--- config.mk ---
export PLATFORM = sky130hd
export DESIGN_NAME = fft_input_loader
export DESIGN_NICKNAME = d
export VERILOG_FILES = /design/src/rtl/fft_pkg.sv /design/src/rtl/fft_bit_reverse.sv /design/src/rtl/fft_input_loader.sv
export SDC_FILE = /design/constraint.sdc
export NUM_CORES = 1
export LEC_CHECK = 0
export ABC_AREA = 1
export BUFFER_PORTS_ARGS = -buffer_cell sky130_fd_sc_hd__buf_2
export CAP_MARGIN = 20
export CORE_MARGIN = 3
export CORE_UTILIZATION = 41
export CTS_CLUSTER_DIAMETER = 60
export CTS_CLUSTER_SIZE = 25
export DETAILED_ROUTE_END_ITERATION = 12
export HOLD_SLACK_MARGIN = 0.02
export PLACE_DENSITY = 0.76
export SLEW_MARGIN = 20
export SYNTH_ARGS = -nofsm -noshare
export SYNTH_HDL_FRONTEND = slang
export SYNTH_HIERARCHICAL = 1
export SYNTH_SLANG_ARGS = --single-unit
--- constraint.sdc ---
create_clock -name clk -period 3.9 [get_ports clk]
set_input_delay 0.585 -clock clk [delete_from_list [all_inputs] [get_ports clk]]
set_output_delay 0.585 -clock clk [all_outputs]
set_load 0.02 [all_outputs]
--- src/rtl/fft_pkg.sv ---
// rtl/fft_pkg.sv - constants, FSM encoding and bit-reverse helper shared by the FFT datapath.
package fft_pkg;

  localparam int DATA_WIDTH   = 48;
  localparam int BUFFER_DEPTH = 512;
  localparam int ADDR_WIDTH   = $clog2(BUFFER_DEPTH);

  typedef enum logic [1:0] {
    ST_LOAD  = 2'd0,
    ST_START = 2'd1,
    ST_WAIT  = 2'd2
  } loader_state_t;

  function automatic logic [ADDR_WIDTH-1:0] bit_reverse(input logic [ADDR_WIDTH-1:0] a);
    logic [ADDR_WIDTH-1:0] r;
    for (int i = 0; i < ADDR_WIDTH; i++) begin
      r[i] = a[ADDR_WIDTH-1-i];
    end
    return r;
  endfunction

endpackage

--- src/rtl/fft_bit_reverse.sv ---
// rtl/fft_bit_reverse.sv - combinational address bit reversal for in-place radix-2 FFT ordering.
module fft_bit_reverse #(
  parameter int ADDR_WIDTH = fft_pkg::ADDR_WIDTH
) (
  input  logic [ADDR_WIDTH-1:0] addr_in,
  output logic [ADDR_WIDTH-1:0] addr_out
);

  for (genvar i = 0; i < ADDR_WIDTH; i++) begin : g_rev
    assign addr_out[i] = addr_in[ADDR_WIDTH-1-i];
  end

endmodule

--- src/rtl/fft_input_loader.sv ---
// rtl/fft_input_loader.sv - loads a frame of real samples into FFT RAM at bit-reversed addresses, then starts the core.
// Optional FFT_LOADER_OVERRUN_CNT_EN adds a saturating dropped-sample counter o_overrun_cnt.
module fft_input_loader #(
  parameter int SAMPLE_WIDTH = 24,
  parameter int DATA_WIDTH   = fft_pkg::DATA_WIDTH,
  parameter int BUFFER_DEPTH = fft_pkg::BUFFER_DEPTH,
  parameter int ADDR_WIDTH   = fft_pkg::ADDR_WIDTH
) (
  input  logic                    clk,
  input  logic                    rst_n,
  input  logic [SAMPLE_WIDTH-1:0] i_sample_data,
  input  logic                    i_sample_valid,
  output logic                    o_sample_ready,
  output logic [ADDR_WIDTH-1:0]   o_addr_a,
  output logic [DATA_WIDTH-1:0]   o_data_a,
  output logic                    o_wr_en_a,
  output logic                    o_fft_start,
  input  logic                    i_fft_done,
  output logic                    o_busy,
  output logic                    o_overrun
`ifdef FFT_LOADER_OVERRUN_CNT_EN
  ,
  output logic [15:0]             o_overrun_cnt
`endif
);

  import fft_pkg::*;

  localparam int HALF = DATA_WIDTH / 2;

  if (SAMPLE_WIDTH > HALF) begin : g_bad_sample_width
    $error("fft_input_loader: SAMPLE_WIDTH exceeds DATA_WIDTH/2");
  end
  if (BUFFER_DEPTH != (1 << ADDR_WIDTH)) begin : g_bad_depth
    $error("fft_input_loader: BUFFER_DEPTH must equal 2**ADDR_WIDTH");
  end

  loader_state_t           state;
  loader_state_t           state_next;
  logic [ADDR_WIDTH-1:0]   count;
  logic [ADDR_WIDTH-1:0]   count_rev;
  logic                    accept;
  logic                    drop;
  logic                    last_sample;
  logic signed [HALF-1:0]  real_ext;

  assign o_sample_ready = (state == ST_LOAD);
  assign accept         = i_sample_valid && o_sample_ready;
  assign drop           = i_sample_valid && !o_sample_ready;
  assign last_sample    = (count == ADDR_WIDTH'(BUFFER_DEPTH - 1));
  assign real_ext       = HALF'($signed(i_sample_data));

  fft_bit_reverse #(
    .ADDR_WIDTH(ADDR_WIDTH)
  ) u_bit_reverse (
    .addr_in (count),
    .addr_out(count_rev)
  );

  always_comb begin
    state_next = state;
    case (state)
      ST_LOAD:  if (accept && last_sample) state_next = ST_START;
      ST_START: state_next = ST_WAIT;
      ST_WAIT:  if (i_fft_done) state_next = ST_LOAD;
      default:  state_next = ST_LOAD;
    endcase
  end

  // Start is registered from the START state so it lands one cycle after the final write.
  always_ff @(posedge clk or negedge rst_n) begin
    if (!rst_n) begin
      state       <= ST_LOAD;
      count       <= '0;
      o_addr_a    <= '0;
      o_data_a    <= '0;
      o_wr_en_a   <= 1'b0;
      o_fft_start <= 1'b0;
      o_busy      <= 1'b0;
      o_overrun   <= 1'b0;
    end else begin
      state       <= state_next;
      o_busy      <= (state_next != ST_LOAD);
      o_wr_en_a   <= accept;
      o_fft_start <= (state == ST_START);
      if (accept) begin
        o_addr_a <= count_rev;
        o_data_a <= {real_ext, {HALF{1'b0}}};
        count    <= count + 1'b1;
      end
      if (drop) begin
        o_overrun <= 1'b1;
      end
    end
  end

`ifdef FFT_LOADER_OVERRUN_CNT_EN
  always_ff @(posedge clk or negedge rst_n) begin
    if (!rst_n) begin
      o_overrun_cnt <= '0;
    end else if (drop && (o_overrun_cnt != 16'hFFFF)) begin
      o_overrun_cnt <= o_overrun_cnt + 16'd1;
    end
  end
`endif

endmodule

---- After elaboration in Yosys (flattened, before gate mapping) ----
Index checks and enable logic that the tools add are counted.
storage, ports and cells
  register bits after elaboration ......... 48
  output and inout bits ................... 62
  word-level logic and storage cells ...... 21
cells by class
  add/subtract/negate cells ............... 1
  equality and inequality tests ........... 3
  mux-type cells .......................... 3
  reduce and logical (&&, ||, !) cells .... 6
operators by type and width
  kind                   number
  $add A9 B1 Y9 const B  1
  $eq A9 B9 Y1 const B   1
  $pmux W2 S3            1
  $mux W2                2
  $logic_and A1 B1 Y1    3
  $eq A2 B1 Y1 const B   1
  $eq A2 B2 Y1 const B   1
  $logic_not A2 Y1       1
  $reduce_bool A2 Y1     1
  $logic_not A1 Y1       1

---- Depth between registers and ports, before layout ----
  depth in word-level cells ............... 6
  mapped depth ............................ 7

---- By module ----
Netlist, hierarchy kept.
by module, submodules not included
  module            instances  cells each  area an instance (µm²)  sequential area each (µm²)
  fft_input_loader  1          234         2,093.3                 1,201.2
  fft_bit_reverse   1          9           67.6                    0.0

---- Least setup slack after synthesis ----
No wires, ideal clock.
  path type ............................... register -> register
  start ................................... register count[0]
  end ..................................... register count[8]
  arrival time ............................ 1.226 ns
  required time ........................... 3.784 ns
  setup slack ............................. 2.558 ns
  stages on the path, launching flop included .. 7
  clock period less this slack ............ 1.342 ns
  cells stage by stage .................... dfrtp_1 > ha_1 > nand3_1 > nor4_1 > ha_1 > nand2_1 > nand2_1
on the way
  cells in the longest elaborated chain, start to end .. 1
ends and longest elaborated chain
  item                    line                    source
  start, declared         fft_input_loader.sv:40  logic [ADDR_WIDTH-1:0] count;
  start signal, assigned  fft_input_loader.sv:89  count <= count + 1'b1;
  $add A9 B1 Y9           fft_input_loader.sv:89
Every way passes these cells.
A chain may end at the register's enable or synchronous reset.

---- Worst setup path after layout ----
  start ................................... register state[1]
  end ..................................... register count[2]
on the way
  cells in the longest elaborated chain, start to end .. 2
ends and longest elaborated chain
  item                    line                    source
  start, declared         fft_input_loader.sv:38  loader_state_t state;
  start signal, assigned  fft_input_loader.sv:82  state <= state_next;
  $logic_not A2 Y1        fft_input_loader.sv:47  assign o_sample_ready = (state == ST_LOAD);
  $logic_and A1 B1 Y1     fft_input_loader.sv:48  assign accept = i_sample_valid && o_sample_ready;
Every way passes these cells.

==> results_dict.tcl <==
set metrics [dict create \
    status "finished, final reports clean" \
    p_leak_uw 0.00147 \
    yosysWarnings 6 \
    drive_above_1_share 0.262 \
    fp.dieH_um 78.6 \
    relSlewSlack 0.486 \
    worst_slack_ns 1.76 \
    worstReg2RegEnd "count[2]" \
    synthCells 243 \
    ir_worst_vdd_mv 0.255 \
    met2_usage 0.217 \
    start_util 0.440 \
    clock.fmax_ghz 0.468 \
    grt_pass1_vias 1540 \
    numPortBuffers 65 \
    cpPeakStageDelay_ns 0.66 \
    cts_buffers 5 \
    vias 1555 \
    final_common_cell "nand2_1" \
    fin_crit_sh 0.548 \
    arrival_ns 2.32 \
    power_density_nw_per_um2 588 \
    hp-class "input pin to async pin" \
    critPathCaptureType "flip-flop" \
    dr.pass1.iters 4 \
    core_area_sq_um 4910 \
    ctsResizeCount 0 \
    critPathMaxFanout 42 \
    setup_viol 0 \
    cts_tree "yes" \
    pin_count 90 \
    mostFrequentLayoutCells "nand2_1, buf_2, dfrtp_1" \
    r2r-start "state[1]" \
    cts_sinks 48 \
    diodes 0 \
    clkTransAtPathRegs_ns 0.09 \
    crit_cells 5 \
    synthesis.area_sq_um 2160 \
    viasPerCell 4.26 \
    r2r_setup_slack_ns 1.76 \
    grt_use_total 0.142 \
    fin_skew_ns 0.00753 \
    grt_pass1_wl_um 6980 \
    worstPathCellList "nor2_4 -> nand2_2 -> inv_2 -> nand2_1 -> xnor2_1" \
    required_ns 4.08 \
    nets 327 \
    root_buffer "clkbuf_8" \
    reg2regPathDepth 5 \
    synth_ff_type "dfrtp_1" \
    async_flop_share 1.00 \
    crit_family "simple AND/OR/NAND/NOR gates" \
    maxSlewViolCount 0 \
    stdcell_area_sq_um 2510 \
    maxCapViolCount 0 \
    place_area_sq_um 2350 \
    drc_errors 0 \
    h-tree-depth 2 \
    die-area_sq_um 6180 \
    grtUsageMet1 0.192 \
    ant_nets 0 \
    hold_violations 0 \
    ctsLongestPathBuffers 2 \
    rows 25 \
    synth-seq-cells 48 \
    use_met3 0.0493 \
    final_util 0.512 \
    start_kind "flip-flop" \
    place.gp.congestion 0.823 \
    min_period_ns 2.14 \
    wl_per_cell_um 10.9 \
    dpl.hpwl_um 2770 \
    synth_edf_count 0 \
    worst_pin_slew_ns 0.768 \
    grt_overflow 0 \
    grt_setup_unrepaired "false" \
    grt_max_degree 49 \
    fillCellCount 451 \
    dp_slack_ns 1.63 \
    top_usage_layer "met2" \
    critPathSlowestCell "inv_2" \
    cp_num_buf_inv 1 \
    cts_setup_buffers 0 \
    die_w_um 78.6 \
    syn_to_final_growth_pct 16.3 \
    critPathKind "flip-flop to flip-flop" \
    avgSynthCellArea_sq_um 8.89 \
    clk_latency_ns 0.30 \
    tns_ns 0 \
    totalWireLength_um 3990 \
    ys_seq_area_frac 0.556 \
    drt_iter0_markers 90 \
    antenna_found_initial 0 \
    ctsHoldBuffers 0 \
    total_power_uw 1480 \
    synth.distinct_cells 23 \
]
-- area by class of cell --
type                    count  area, sq um  share of cell area
clock buffers               5         68.8              0.0274
clock inverters             3         90.1              0.0359
inverters                   8         30.0              0.0120
multi-input cells         169          711               0.283
flip-flops and latches     48         1200               0.478
well taps                  67         83.8              0.0334
repair buffers             65          328               0.130
-- worst max path at each step --
stage | start | endpoint | slack (ns)
2_1_floorplan | count[0] | count[8] | 2.56
3_3_place_gp | i_sample_valid | count[2] | 1.69
3_5_place_dp | i_sample_valid | count[2] | 1.63
4_1_cts | state[1] | count[2] | 1.71
5_1_grt | state[1] | count[2] | 1.49
6_report | state[1] | count[2] | 1.76
-- metal layers --
metal | vias to the layer above | routed length [um]
met3 | 2 | 380
met4 | 0 | 15
li1 | 785 | -
met2 | 77 | 1820
met5 | - | 0
met1 | 691 | 1780
-- cell usage after synthesis, types with 2 or more instances --
| master | number | area share |
|---|---|---|
| buf_4 | 34 | 0.12 |
| buf_6 | 3 | 0.016 |
| clkbuf_1 | 3 | 0.0052 |
| dfrtp_1 | 48 | 0.56 |
| ha_1 | 2 | 0.012 |
| inv_1 | 7 | 0.012 |
| nand2_1 | 121 | 0.21 |
| nand3_1 | 4 | 0.0093 |
| nor2_1 | 4 | 0.0069 |
| nor2_2 | 2 | 0.0058 |
| xnor2_1 | 2 | 0.0081 |
| xor2_1 | 2 | 0.0081 |
-- power breakdown --
part	internal, uW	total [uW]	switching (uW)	leakage, uW
logic	111	334	223	0.000785
registers	589	659	70.5	0.000604
clock network	320	485	164	0.0000784
total	1020	1480	457	0.00147
-- cell families (layout without fill, tap and decap cells) --
family / after synthesis / count (layout) / share of synthesized area
simple gates: 136 / 136 / 0.250
buf+inv: 49 / 81 / 0.155
flops: 48 / 48 / 0.556
xor+xnor: 4 / 4 / 0.0162
compound gates: 3 / 3 / 0.00985
fa+ha+maj: 2 / 2 / 0.0116
other cells: 1 / 24 / 0.00174
-- stage by stage --
stage	hold WS (ns)	std cells
3_3_place_gp	0.457	357
3_5_place_dp	0.462	357
2_1_floorplan	0.289	266
4_1_cts	0.464	365
5_1_grt	0.333	365
6_report	0.286	365
-- sequential cells by signal, summed over array words and instances (netlist names) --
register / cells
o_data_a: 24
o_overrun: 1
o_busy: 1
state: 2
o_fft_start: 1
count: 9
o_wr_en_a: 1
o_addr_a: 9
Note: power is estimated with default switching activity, not from simulation.
